<file path="src/rtl/eq_word_sequencer.sv">
// Word equality compare sequenced through one shared 4-bit EqCell,
// LSB nibble first, stopping at the first mismatching nibble.
module eq_word_sequencer #(
    parameter  int NIBBLES = 4,
    localparam int W       = 4 * NIBBLES,
    localparam int IDXW    = (NIBBLES > 1) ? $clog2(NIBBLES) : 1
) (
    input  logic            clk,
    input  logic            rst,
    input  logic            start,
    input  logic            abort,
    input  logic [W-1:0]    a_in,
    input  logic [W-1:0]    b_in,
    output logic            busy,
    output logic            done,
    output logic            equal,
    output logic [IDXW-1:0] mismatch_idx,
    output logic [3:0]      cell_a,
    output logic [3:0]      cell_b,
    input  logic            cell_eq
);

    typedef enum logic [1:0] {S_IDLE, S_CMP, S_DONE} state_t;

    localparam logic [IDXW-1:0] LAST_IDX = IDXW'(NIBBLES - 1);

    state_t          state_q, state_d;
    logic [IDXW-1:0] idx_q, idx_d;
    logic [W-1:0]    a_reg_q, a_reg_d;
    logic [W-1:0]    b_reg_q, b_reg_d;
    logic            equal_q, equal_d;
    logic [IDXW-1:0] mis_q, mis_d;

    always_comb begin
        state_d = state_q;
        idx_d   = idx_q;
        a_reg_d = a_reg_q;
        b_reg_d = b_reg_q;
        equal_d = equal_q;
        mis_d   = mis_q;
        case (state_q)
            S_IDLE: begin
                // start beats a simultaneous abort; abort alone does nothing here
                if (start) begin
                    a_reg_d = a_in;
                    b_reg_d = b_in;
                    idx_d   = '0;
                    state_d = S_CMP;
                end
            end
            S_CMP: begin
                if (abort) begin
                    state_d = S_IDLE;
                end else if (!cell_eq) begin
                    equal_d = 1'b0;
                    mis_d   = idx_q;
                    state_d = S_DONE;
                end else if (idx_q == LAST_IDX) begin
                    equal_d = 1'b1;
                    mis_d   = '0;
                    state_d = S_DONE;
                end else begin
                    idx_d = idx_q + 1'b1;
                end
            end
            S_DONE: state_d = S_IDLE;
            default: state_d = S_IDLE;
        endcase
    end

    always_ff @(posedge clk or posedge rst) begin
        if (rst) begin
            state_q <= S_IDLE;
            idx_q   <= '0;
            a_reg_q <= '0;
            b_reg_q <= '0;
            equal_q <= 1'b0;
            mis_q   <= '0;
        end else begin
            state_q <= state_d;
            idx_q   <= idx_d;
            a_reg_q <= a_reg_d;
            b_reg_q <= b_reg_d;
            equal_q <= equal_d;
            mis_q   <= mis_d;
        end
    end

    // idx is not advanced on the way into DONE, so the same mux also holds the last pair
    always_comb begin
        cell_a = 4'h0;
        cell_b = 4'h0;
        if (state_q != S_IDLE) begin
            for (int i = 0; i < NIBBLES; i++) begin
                if (idx_q == i[IDXW-1:0]) begin
                    cell_a = a_reg_q[4*i +: 4];
                    cell_b = b_reg_q[4*i +: 4];
                end
            end
        end
    end

    assign busy         = (state_q != S_IDLE);
    assign done         = (state_q == S_DONE);
    assign equal        = equal_q;
    assign mismatch_idx = mis_q;

endmodule

</file>
<file path="config.mk">
export PLATFORM = sky130hd
export DESIGN_NAME = eq_word_sequencer
export DESIGN_NICKNAME = d
export VERILOG_FILES = /design/src/rtl/eq_word_sequencer.sv
export SDC_FILE = /design/constraint.sdc
export NUM_CORES = 1
export LEC_CHECK = 0
export ABC_AREA = 1
export CAP_MARGIN = 40
export CORE_UTILIZATION = 33
export DETAILED_ROUTE_END_ITERATION = 10
export HOLD_SLACK_MARGIN = 0.06
export MAX_ROUTING_LAYER = met4
export PLACE_DENSITY = 0.63
export SLEW_MARGIN = 15
export SYNTH_ARGS = -nofsm -noshare
export SYNTH_HDL_FRONTEND = slang
export SYNTH_SLANG_ARGS = --single-unit
</file>
<file path="constraint.sdc">
create_clock -name clk -period 1.6 [get_ports clk]
set_input_delay 0.4 -clock clk [delete_from_list [all_inputs] [get_ports clk]]
set_output_delay 0.4 -clock clk [all_outputs]
set_load 0.01 [all_outputs]
</file>
Word level (Yosys, flattened, before mapping)
Index checks and enable logic that the tools add are counted.
W data, S select, Z words.
- add/sub/neg operators: 1
- eq/ne operators: 11
- mux-type cells: 24
- bitwise operators: 1
- reduce and logical (&&, ||, !) cells: 8
- operator list (kind ; count):
    $mux W4 ; 10
    $mux W2 ; 10
    $ne A2 B2 Y1 const B ; 4
    $pmux W2 S2 ; 2
    $eq A2 B2 Y1 const B ; 3
    $reduce_and A5 Y1 ; 1
    $eq A2 B1 Y1 const B ; 2
    $logic_not A2 Y1 ; 2
    $ne A4 B4 Y1 const B ; 1
    $reduce_and A2 Y1 ; 2
    $reduce_bool A2 Y1 ; 2
    $reduce_and A3 Y1 ; 1
    $add A2 B1 Y2 const B ; 1
    $mux W1 ; 2
    $ne A2 B1 Y1 const B ; 1
    $not A1 Y1 ; 1
- bits in registers: 39
- input bits: 37
- output and inout bits: 13
- word-level logic and storage cells: 51

Logic depth before layout (Yosys ltp)
Gate-level depths: netlist of run 1.
- depth after elaboration: 6
- mapped depth: 7
- mapped depth without buffers: 6

Worst setup path after synthesis of run 1
No wires, ideal clock.
- path kind: register to output
- start point: register idx_q[0]
- end point: output port cell_a[0]
- arrival time: 1.255 ns
- required time: 1.200 ns
- setup slack: -0.055 ns
- stages on the path, launching flop included: 7
- path buffers: 1
- path through: dfrtp_1 inv_1 ha_1 buf_2 inv_1 nand3_1 a21oi_1
- cells in the longest elaborated chain, start to end: 6
- elaborated cells on any way between the ends: 9
- those cells by class: eq/ne (3); mux (5); reduce/logical (1)
- ends and longest elaborated chain (item ; line ; RTL):
    start: declaration ; 28 ; logic [IDXW-1:0] idx_q, idx_d;
    start signal: assignment ; 81 ; idx_q <= idx_d;
    $logic_not A2 Y1 ; 95 ; if (idx_q == i[IDXW-1:0]) begin
    $mux W4 (3 in series) ; 95 ;
    $mux W4 * ; 95 ;
    $mux W4 * ; 93 ; if (state_q != S_IDLE) begin
    end: declaration ; 18 ; output logic [3:0] cell_a,
Mark *: on every way between the ends. The rest lies on a longest branch, timed or not.

Final worst setup path of run 1
- start point: register idx_q[0]
- end point: output port cell_b[3]
- cells in the longest elaborated chain, start to end: 6
- elaborated cells on any way between the ends: 9
- those cells by class: eq/ne (3); mux (5); reduce/logical (1)
- ends and longest elaborated chain (item ; line ; RTL):
    $logic_not A2 Y1 ; 95 ;
    $mux W4 (3 in series) ; 95 ;
    $mux W4 * ; 95 ;
    $mux W4 * ; 93 ;
    end: declaration ; 19 ; output logic [3:0] cell_b,
Marked as above.

==> impl_metrics.toml, run 1 <==
[floorplanning]
die_h_um = 80.9
initial_core_util = 0.345
dieArea_mm2 = 0.00655
fp.dieW_um = 80.9
core_area_mm2 = 0.00596
io_pins = 50
row_count = 28

[logic_synthesis]
syn_avg_cell_area_um2 = 8.43
synthCells = 244
ys_types = 19
synth-seq-area-share = 0.475
ys_ff_latch = 39
yosys_warnings = 0
synth_area_mm2 = 0.00206
syn_nets = 285

[sta]
finalCritPeriodShare = 1.25
worst_slew_margin_rel = 0.847
rsz0062_at_grt = "true"
hold_viol = 0
clock-skew-final_ns = 0.00686
period_needed_ns = 2.00
slew_violations = 0
fmax_mhz = 500
worst_slew_pin_slew_ns = 0.227
setup-violations-final = 8
setup_ws_ns = -0.401
finalSetupTns_ns = -3.10

[clock_tree]
cts_num_sinks = 39
htree_num_levels = 2
clock_latency_ns = 0.29
clk_pin_slew_worst_paths_ns = 0.07
numCtsBuffers = 5
postCtsHoldBufs = 0
cts_root_buffer = "clkbuf_8"
clock_tree.buffer_depth = 2
cts_tree = "yes"

[pwr]
finalPower_mw = 3.22
vdd_drop_max_mv = 0.477
leakage_nw = 1.54
p_per_area_mw_per_mm2 = 1060

[outcome]
status = "finished with violations"
violations = "negative setup slack"

[placed_design]
place_ws_ns = -0.649
portBuffers = 49
placed_area_mm2 = 0.00280
hpwl_um = 3410
gp_congestion = 0.924

[job]
maxCapViolCount = 0

[global_route]
antenna_found_initial = 0
grt-ovfl-total = 0
grt_pass1_vias = 1698
grt_max_degree = 40
grtUsageTotal = 0.164
grt_pass1_wl_um = 7850

[critical_path]
cp-start-kind = "flip-flop"
cpPeakStageDelay_ns = 0.48
critPathKind = "flip-flop to output pin"
cp.required_ns = 1.20
crit_slowest_cell = "dfrtp_2"
arrival_ns = 1.60
cp-end-kind = "output pin"
crit_chain = "inv_4 > ha_4 > buf_6 > nand2_1 > nand2_1 > nand3_2 > a21oi_2 > buf_2"
crit_top_cell = "nand2_1"
critical_path.max_fanout = 5

[cells_and_area]
nets = 357
drive_gt1_frac = 0.360
nFillCells = 596
final_area_mm2 = 0.00305
utilization = 0.511
syn2layout_area_growth_pct = 48.1
antenna_cells = 0

[min_path]
hold_path_class = "primary input to asynchronous set/reset pin"

[drt]
drtAntennaViolNets = 0
vias_per_cell = 4.55
vias = 1783
drc = 0
drtIter0Drc = 98
wl_per_cell_um = 12.3
wl_um = 4820
firstDrtPassIters = 5
## layout make-up
class / instances / area, um2 / share of cell area
Timing Repair Buffer: 75 / 718 / 0.236
Multi-Input combinational cell: 152 / 983 / 0.323
Sequential cell: 39 / 978 / 0.321
Clock buffer: 8 / 100 / 0.0329
Inverter: 43 / 171 / 0.0563
Tap cell: 75 / 93.8 / 0.0308
## sequential cells by signal, summed over array words and instances, names as in the netlist
register      flops
b_reg_q          16
mismatch_idx      2
state_q           2
idx_q             2
a_reg_q          16
equal             1
## Yosys cell counts
| cell | number | area [um2] |
|---|---|---|
| nor2_1 | 13 | 48.8 |
| o21ai_0 | 12 | 60.1 |
| nand2_1 | 54 | 203 |
| a21oi_2 | 8 | 70.1 |
| inv_1 | 40 | 150 |
| nand2_2 | 7 | 43.8 |
| nand4_1 | 2 | 12.5 |
| buf_6 | 3 | 33.8 |
| inv_2 | 3 | 11.3 |
| o21ai_1 | 1 | 5.00 |
| buf_12 | 1 | 20.0 |
| nand3_1 | 13 | 65.1 |
| nand3_4 | 1 | 17.5 |
| clkbuf_1 | 1 | 3.75 |
| buf_2 | 6 | 30.0 |
| dfrtp_1 | 39 | 976 |
| o21ai_2 | 20 | 175 |
| a21oi_1 | 16 | 80.1 |
| ha_1 | 4 | 50.1 |
## critical path: cells and delay by family (launching register included)
| family | cells | cell delay [ns] |
|---|---|---|
| simple gates | 3 | 0.17 |
| fa+ha+maj | 1 | 0.15 |
| compound gates | 1 | 0.13 |
| flops | 1 | 0.48 |
| buf+inv | 3 | 0.36 |
## where the power goes
part | switching, mW | total [mW] | internal, mW
Clock | 0.335 | 0.729 | 0.393
Sequential | 0.123 | 1.31 | 1.19
Combinational | 0.597 | 1.18 | 0.582
Total | 1.06 | 3.22 | 2.16
## cell families after synthesis
group,after synthesis,share of synthesized area
AND/OR/NAND/NOR,90,0.190
adder cells (fa/ha/maj),4,0.0243
buffers and inverters,54,0.121
flip-flops,39,0.475
AO/OA/AOI/OAI,57,0.190
## metrics by stage
| step | hold slack, ns | std cells |
|---|---|---|
| after floorplan | 0.448 | 244 |
| after global placement | 0.464 | 379 |
| after detailed placement | 0.465 | 379 |
| after CTS | 0.483 | 391 |
| after global routing | 0.497 | 392 |
| final | 0.467 | 392 |
## layer usage
metal | track usage | vias up | wire, um
met5 | - | - | 0
met4 | 0.0696 | 0 | 74
met3 | 0.0348 | 8 | 290
met2 | 0.241 | 55 | 2170
met1 | 0.218 | 817 | 2280
li1 | - | 903 | -
## timing repair
item | in CTS | in global routing
cloned | 0 | 1
endpoints found under the setup margin | 10 | 12
setup buffers | 4 | 0
pin swaps | 3 | 5
gates resized for setup | 69 | 12
## cell usage in the layout, fill, tap and decap left out, drive strengths merged
cell type	count
dfrtp	39
clkbuf	8
nand3	14
inv	43
ha	4
nand2	62
clkdlybuf4s50	36
o21ai	33
buf	36
nand4	2
a21oi	24
nor2	13
dlymetal6s2s	3
## path summary, 6_finish.rpt
kind | from | endpoint | slack (ns) | cells past startpoint
worst max-delay path | idx_q[0] | cell_b[3] | -0.40 | 8
worst min-delay path | rst | b_reg_q[7] | 0.47 | 3
worst max register to register | idx_q[0] | idx_q[0] | 0.15 | 7
worst min register to register | mismatch_idx[1] | mismatch_idx[1] | 0.47 | 2
max in group asynchronous | rst | idx_q[0] | 0.92 | 3
min in group clk | mismatch_idx[1] | mismatch_idx[1] | 0.47 | 2
Power figures use the tool's default switching activity.
==> inputs of run 2 (changes only) <==
Clock period 1.6 ns to 1.75 ns, I/O delays scaled along.
==> impl_metrics.toml, run 2 (same netlist as run 1, synthesis figures left out) <==
[clock_tree]
clk_pin_slew_worst_paths_ns = 0.07
postCtsHoldBufs = 0
cts_num_sinks = 39
cts_tree = "yes"
cts_root_buffer = "clkbuf_8"
clock_tree.buffer_depth = 2
clock_latency_ns = 0.29
htree_num_levels = 2
numCtsBuffers = 5

[pwr]
p_per_area_mw_per_mm2 = 953
power.switching_mw = 0.938
switching_share = 0.335
vdd_drop_max_mv = 0.343
p_int_mw = 1.86
leakage_nw = 1.44
p_comb_frac = 0.356
pwr-share-seq = 0.428
p_clk_frac = 0.216

[critical_path]
cp-end-kind = "output pin"
critPathKind = "flip-flop to output pin"
cp.required_ns = 1.31
crit_start = "idx_q[1]"
arrival_ns = 1.57
cp-start-kind = "flip-flop"
critical_path.max_fanout = 8
ff2ff_setup_slack_ns = 0.17
r2r-start = "idx_q[1]"

[cells_and_area]
largest_registers = "a_reg_q (16), b_reg_q (16)"
final_cell_mix = "50 x nand2_1, 39 x clkdlybuf4s50_1, 37 x dfrtp_1, 36 x inv_1, 23 x a21oi_2"
antenna_cells = 0
seq_area_um2 = 978
nFillCells = 593
final_area_mm2 = 0.00293
final_common_cell = "nand2_1"
finalNonFillerCells = 386
utilization = 0.492
nets = 352
drive_gt1_frac = 0.354
multiInputGateArea_um2 = 958
syn2layout_area_growth_pct = 42.7

[sta]
worst_slew_margin_rel = 0.815
setup-violations-final = 8
worst_slew_pin_slew_ns = 0.274
finalCritPeriodShare = 1.15
clock-skew-final_ns = 0.00510
fmax_mhz = 498
slew_violations = 0
setup_ws_ns = -0.258
hold_viol = 0
rsz0062_at_grt = "true"
period_needed_ns = 2.01

[drt]
wl_um = 4940
drtIter0Drc = 101
drtAntennaViolNets = 0
vias_per_cell = 4.50
firstDrtPassIters = 4
wl_per_cell_um = 12.8
drc = 0
vias = 1737

[floorplanning]
die_h_um = 80.9
dieArea_mm2 = 0.00655
fp.dieW_um = 80.9
io_pins = 50
row_count = 28
core_area_mm2 = 0.00596
initial_core_util = 0.345

[global_route]
grt_pass1_wl_um = 8310
grt_pass1_vias = 1743
grtUsageTotal = 0.172
antenna_found_initial = 0
grt-ovfl-total = 0
grt_max_degree = 51

[outcome]
status = "finished with violations"
violations = "negative setup slack"

[min_path]
min_from = "mismatch_idx[0]"
hold_path_class = "flip-flop to flip-flop"

[placed_design]
dp.cells = 369
placed_area_mm2 = 0.00267
portBuffers = 49
hpwl_um = 3170
gp_congestion = 0.877

[job]
maxCapViolCount = 0
## run 2: routing by layer
| metal | global-route usage | part of all wire | up-vias |
|---|---|---|---|
| met4 | 0.0661 | 0.010 | 0 |
| li1 | - | - | 896 |
| met5 | - | 0 | - |
| met2 | 0.266 | 0.48 | 41 |
| met1 | 0.219 | 0.46 | 794 |
| met3 | 0.0360 | 0.045 | 6 |
## run 2: power groups by stage
| stage | logic (mW) | registers (mW) | clock network [mW] |
|---|---|---|---|
| 6_report | 0.994 | 1.20 | 0.604 |
| 5_1_grt | 1.11 | 1.22 | 0.658 |
| 4_1_cts | 0.964 | 1.20 | 0.615 |
| 3_5_place_dp | 0.894 | 1.20 | 0 |
| 3_3_place_gp | 0.881 | 1.20 | 0 |
| 2_1_floorplan | 0.555 | 1.19 | 0 |
## run 2: final timing paths
check / to / depth (start not counted)
min in group asynchronous: state_q[1] / 3
max: cell_b[1] / 8
max reg2reg: idx_q[0] / 9
max in group asynchronous: idx_q[0] / 3
min: mismatch_idx[0] / 2
min reg2reg: mismatch_idx[0] / 2
## run 2: layout make-up
type	count	area share
well taps	75	0.0320
flip-flops and latches	39	0.334
multi-input cells	152	0.327
repair inverters	1	0.00256
clock buffers	6	0.0282
repair buffers	69	0.219
clock inverters	1	0.00171
inverters	43	0.0559
## run 2: per-stage QoR
step	hold slack (ns)	TNS, ns	setup WS (ns)	power (mW)
floorplan	0.448	0	0.0572	1.74
global placement	0.463	-3.47	-0.463	2.08
detailed placement	0.470	-3.71	-0.500	2.10
CTS	0.488	-1.85	-0.246	2.77
global route	0.500	-2.62	-0.336	2.99
finish	0.479	-1.95	-0.258	2.80
## run 2: critical path, stage by stage (launching register included)
cell,delay [ns]
dfrtp_2,0.45
inv_2,0.08
buf_6,0.09
ha_4,0.17
nand2_1,0.08
nand2_2,0.07
nand3_2,0.07
a21oi_2,0.14
buf_2,0.14
## run 2: timing repair
| item | CTS | global route |
|---|---|---|
| resized for setup | 75 | 7 |
| gates cloned | 1 | 1 |
| setup endpoints to repair | 10 | 10 |
| pin swaps | 4 | 5 |
| buffers inserted | 6 | 2 |
==> inputs of run 3 (changes only) <==
Settings changed: ABC_AREA 1 to 0, PLACE_DENSITY 0.63 to 0.64.
==> impl_metrics.toml, run 3 <==
[outcome]
status = "finished with violations"
violations = "negative setup slack"

[sta]
clock-skew-final_ns = 0.00423
setup-violations-final = 10
worst_slew_pin_slew_ns = 0.337
rsz0062_at_grt = "true"
hold_viol = 0
setup_ws_ns = -0.443
whs_ns = 0.504
worst_slew_margin_rel = 0.775
finalCritPeriodShare = 1.25
period_needed_ns = 2.19
slew_violations = 0
fmax_mhz = 456

[critical_path]
cpPeakStageDelay_ns = 0.41
arrival_ns = 1.76
cp-start-kind = "flip-flop"
cp.required_ns = 1.31
cp-end-kind = "output pin"
critical_path.max_fanout = 7
critPathKind = "flip-flop to output pin"
crit_slowest_cell = "dfrtp_1"
crit_chain = "buf_4 > ha_2 > buf_6 > o41ai_4 > buf_2"

[placed_design]
hpwl_um = 3120
portBuffers = 49
placed_area_mm2 = 0.00276
place_ws_ns = -0.600
gp_congestion = 0.738
dp.cells = 277

[cells_and_area]
drive_gt1_frac = 0.471
largest_registers = "a_reg_q (16), b_reg_q (16)"
nets = 262
final_area_mm2 = 0.00309
antenna_cells = 0
utilization = 0.525
finalNonFillerCells = 296
nFillCells = 518
syn2layout_area_growth_pct = 54.4
final_cell_mix = "39 x dfrtp_1, 39 x clkdlybuf4s50_1, 30 x mux2_4, 23 x buf_4"

[pwr]
p_int_mw = 2.27
vdd_drop_max_mv = 0.531
p_comb_frac = 0.438
power.switching_mw = 1.04
p_per_area_mw_per_mm2 = 1070
pwr-share-seq = 0.382
switching_share = 0.313
p_clk_frac = 0.180
leakage_nw = 1.40

[logic_synthesis]
synth_area_mm2 = 0.00200
synth-seq-area-share = 0.488
synthCells = 144
async_flop_share = 1.00
ys_types = 28
synth_ff_type = "dfrtp_1"
ys_top_cells_by_area = "dfrtp_1 49%, mux2_4 23%, a221oi_1 3.5%"
synth_top_area_cell = "dfrtp_1"
yosysMostFrequentCell = "dfrtp_1"
synth_commonest_cells = "39 x dfrtp_1, 30 x mux2_4, 10 x nor2b_1"
ys_ff_latch = 39
synth_edf_count = 0
yosys_warnings = 0
syn_nets = 185
synth_top_area_frac = 0.488
syn_avg_cell_area_um2 = 13.9

[clock_tree]
clock_latency_ns = 0.28
postCtsHoldBufs = 0
cts_tree = "yes"
clk_pin_slew_worst_paths_ns = 0.07
cts_root_buffer = "clkbuf_8"
cts_num_sinks = 39
numCtsBuffers = 5
htree_num_levels = 2
clock_tree.buffer_depth = 2

[global_route]
grt-ovfl-total = 0
grtUsageTotal = 0.165
antenna_found_initial = 0
grt_pass1_wl_um = 7680
grt_pass1_vias = 1515
grt_max_degree = 40

[floorplanning]
row_count = 28
fp.dieW_um = 79.9
io_pins = 50
initial_core_util = 0.340
core_area_mm2 = 0.00589
dieArea_mm2 = 0.00638
die_h_um = 79.9

[job]
maxCapViolCount = 0

[drt]
drtAntennaViolNets = 0
firstDrtPassIters = 4
wl_um = 4630
drtIter0Drc = 27
drc = 0
wl_per_cell_um = 15.6
vias = 1400
vias_per_cell = 4.73

[min_path]
hold_path_class = "flip-flop to flip-flop"
run 3: changes by cell type after synthesis, sizes merged, moves of 9 or more:
cell | previous run | this run
nand2 | 61 | 1
inv | 43 | 7
mux2 | 0 | 32
o21ai | 33 | 1
a21oi | 24 | 2
nor2b | 0 | 10
nor2 | 13 | 4
run 3: path summary, 6_finish.rpt:
kind                            startpoint           to  slack (ns)  cells past startpoint
min in group asynchronous              rst   a_reg_q[4]        0.51                      3
worst max-delay path              idx_q[0]    cell_b[2]       -0.44                      5
worst max register to register    idx_q[0]     idx_q[1]       -0.03                      7
worst min register to register       equal        equal        0.50                      2
max in group asynchronous              rst  b_reg_q[15]        1.04                      3
worst min-delay path                 equal        equal        0.50                      2
run 3: per-layer routing:
metal,GRT usage,wire length (um),vias to the layer above,share of wire
li1,-,-,686,-
met1,0.218,2220,666,0.48
met2,0.251,2110,42,0.46
met3,0.0320,210,6,0.045
met4,0.0607,80,0,0.017
met5,-,0,-,0
run 3: per-stage QoR:
step | total power, mW | setup TNS [ns]
floorplan | 2.00 | -0.734
global placement | 2.44 | -7.26
detailed placement | 2.45 | -7.49
CTS | 3.24 | -3.31
global route | 3.50 | -3.98
finish | 3.31 | -3.26
run 3: timing repair:
action / 4_1_cts / 5_1_grt
buffers inserted: 8 / 4
endpoints found under the setup margin: 11 / 11
gates cloned: 0 / 0
resized for setup: 60 / 4
pin swaps: 9 / 4
run 3: kinds of logic (layout without fill, tap and decap cells):
| logic type | Yosys count | count (layout) | share of synthesized area |
|---|---|---|---|
| DFF | 39 | 39 | 0.488 |
| muxes | 32 | 32 | 0.236 |
| and+or+nand+nor | 29 | 29 | 0.0938 |
| AOI/OAI and AO/OA | 24 | 24 | 0.100 |
| buffers and inverters | 16 | 93 | 0.0575 |
| adders and majority gates | 4 | 4 | 0.0250 |
run 3: worst max-delay path, delay by kind of cell (launching register included):
family	cells	cell delay, ns
flops	1	0.41
buf+inv	3	0.49
compound gates	1	0.37
fa+ha+maj	1	0.20
run 3: power by group through the flow:
stage	logic, mW	clock network, mW	registers, mW
floorplan	0.773	0	1.23
global placement	1.18	0	1.25
detailed placement	1.19	0	1.26
CTS	1.37	0.617	1.25
global route	1.55	0.656	1.29
finish	1.45	0.596	1.26
run 3: cell type report:
type                       count  area [um2]  area share
clock inverter                 1        5.00     0.00162
sequential                    39         976       0.316
clock buffer                   6        82.6      0.0267
inverter                       7        31.3      0.0101
timing repair buffer          79         722       0.234
tap                           75        93.8      0.0304
multi-input combinational     89        1180       0.382
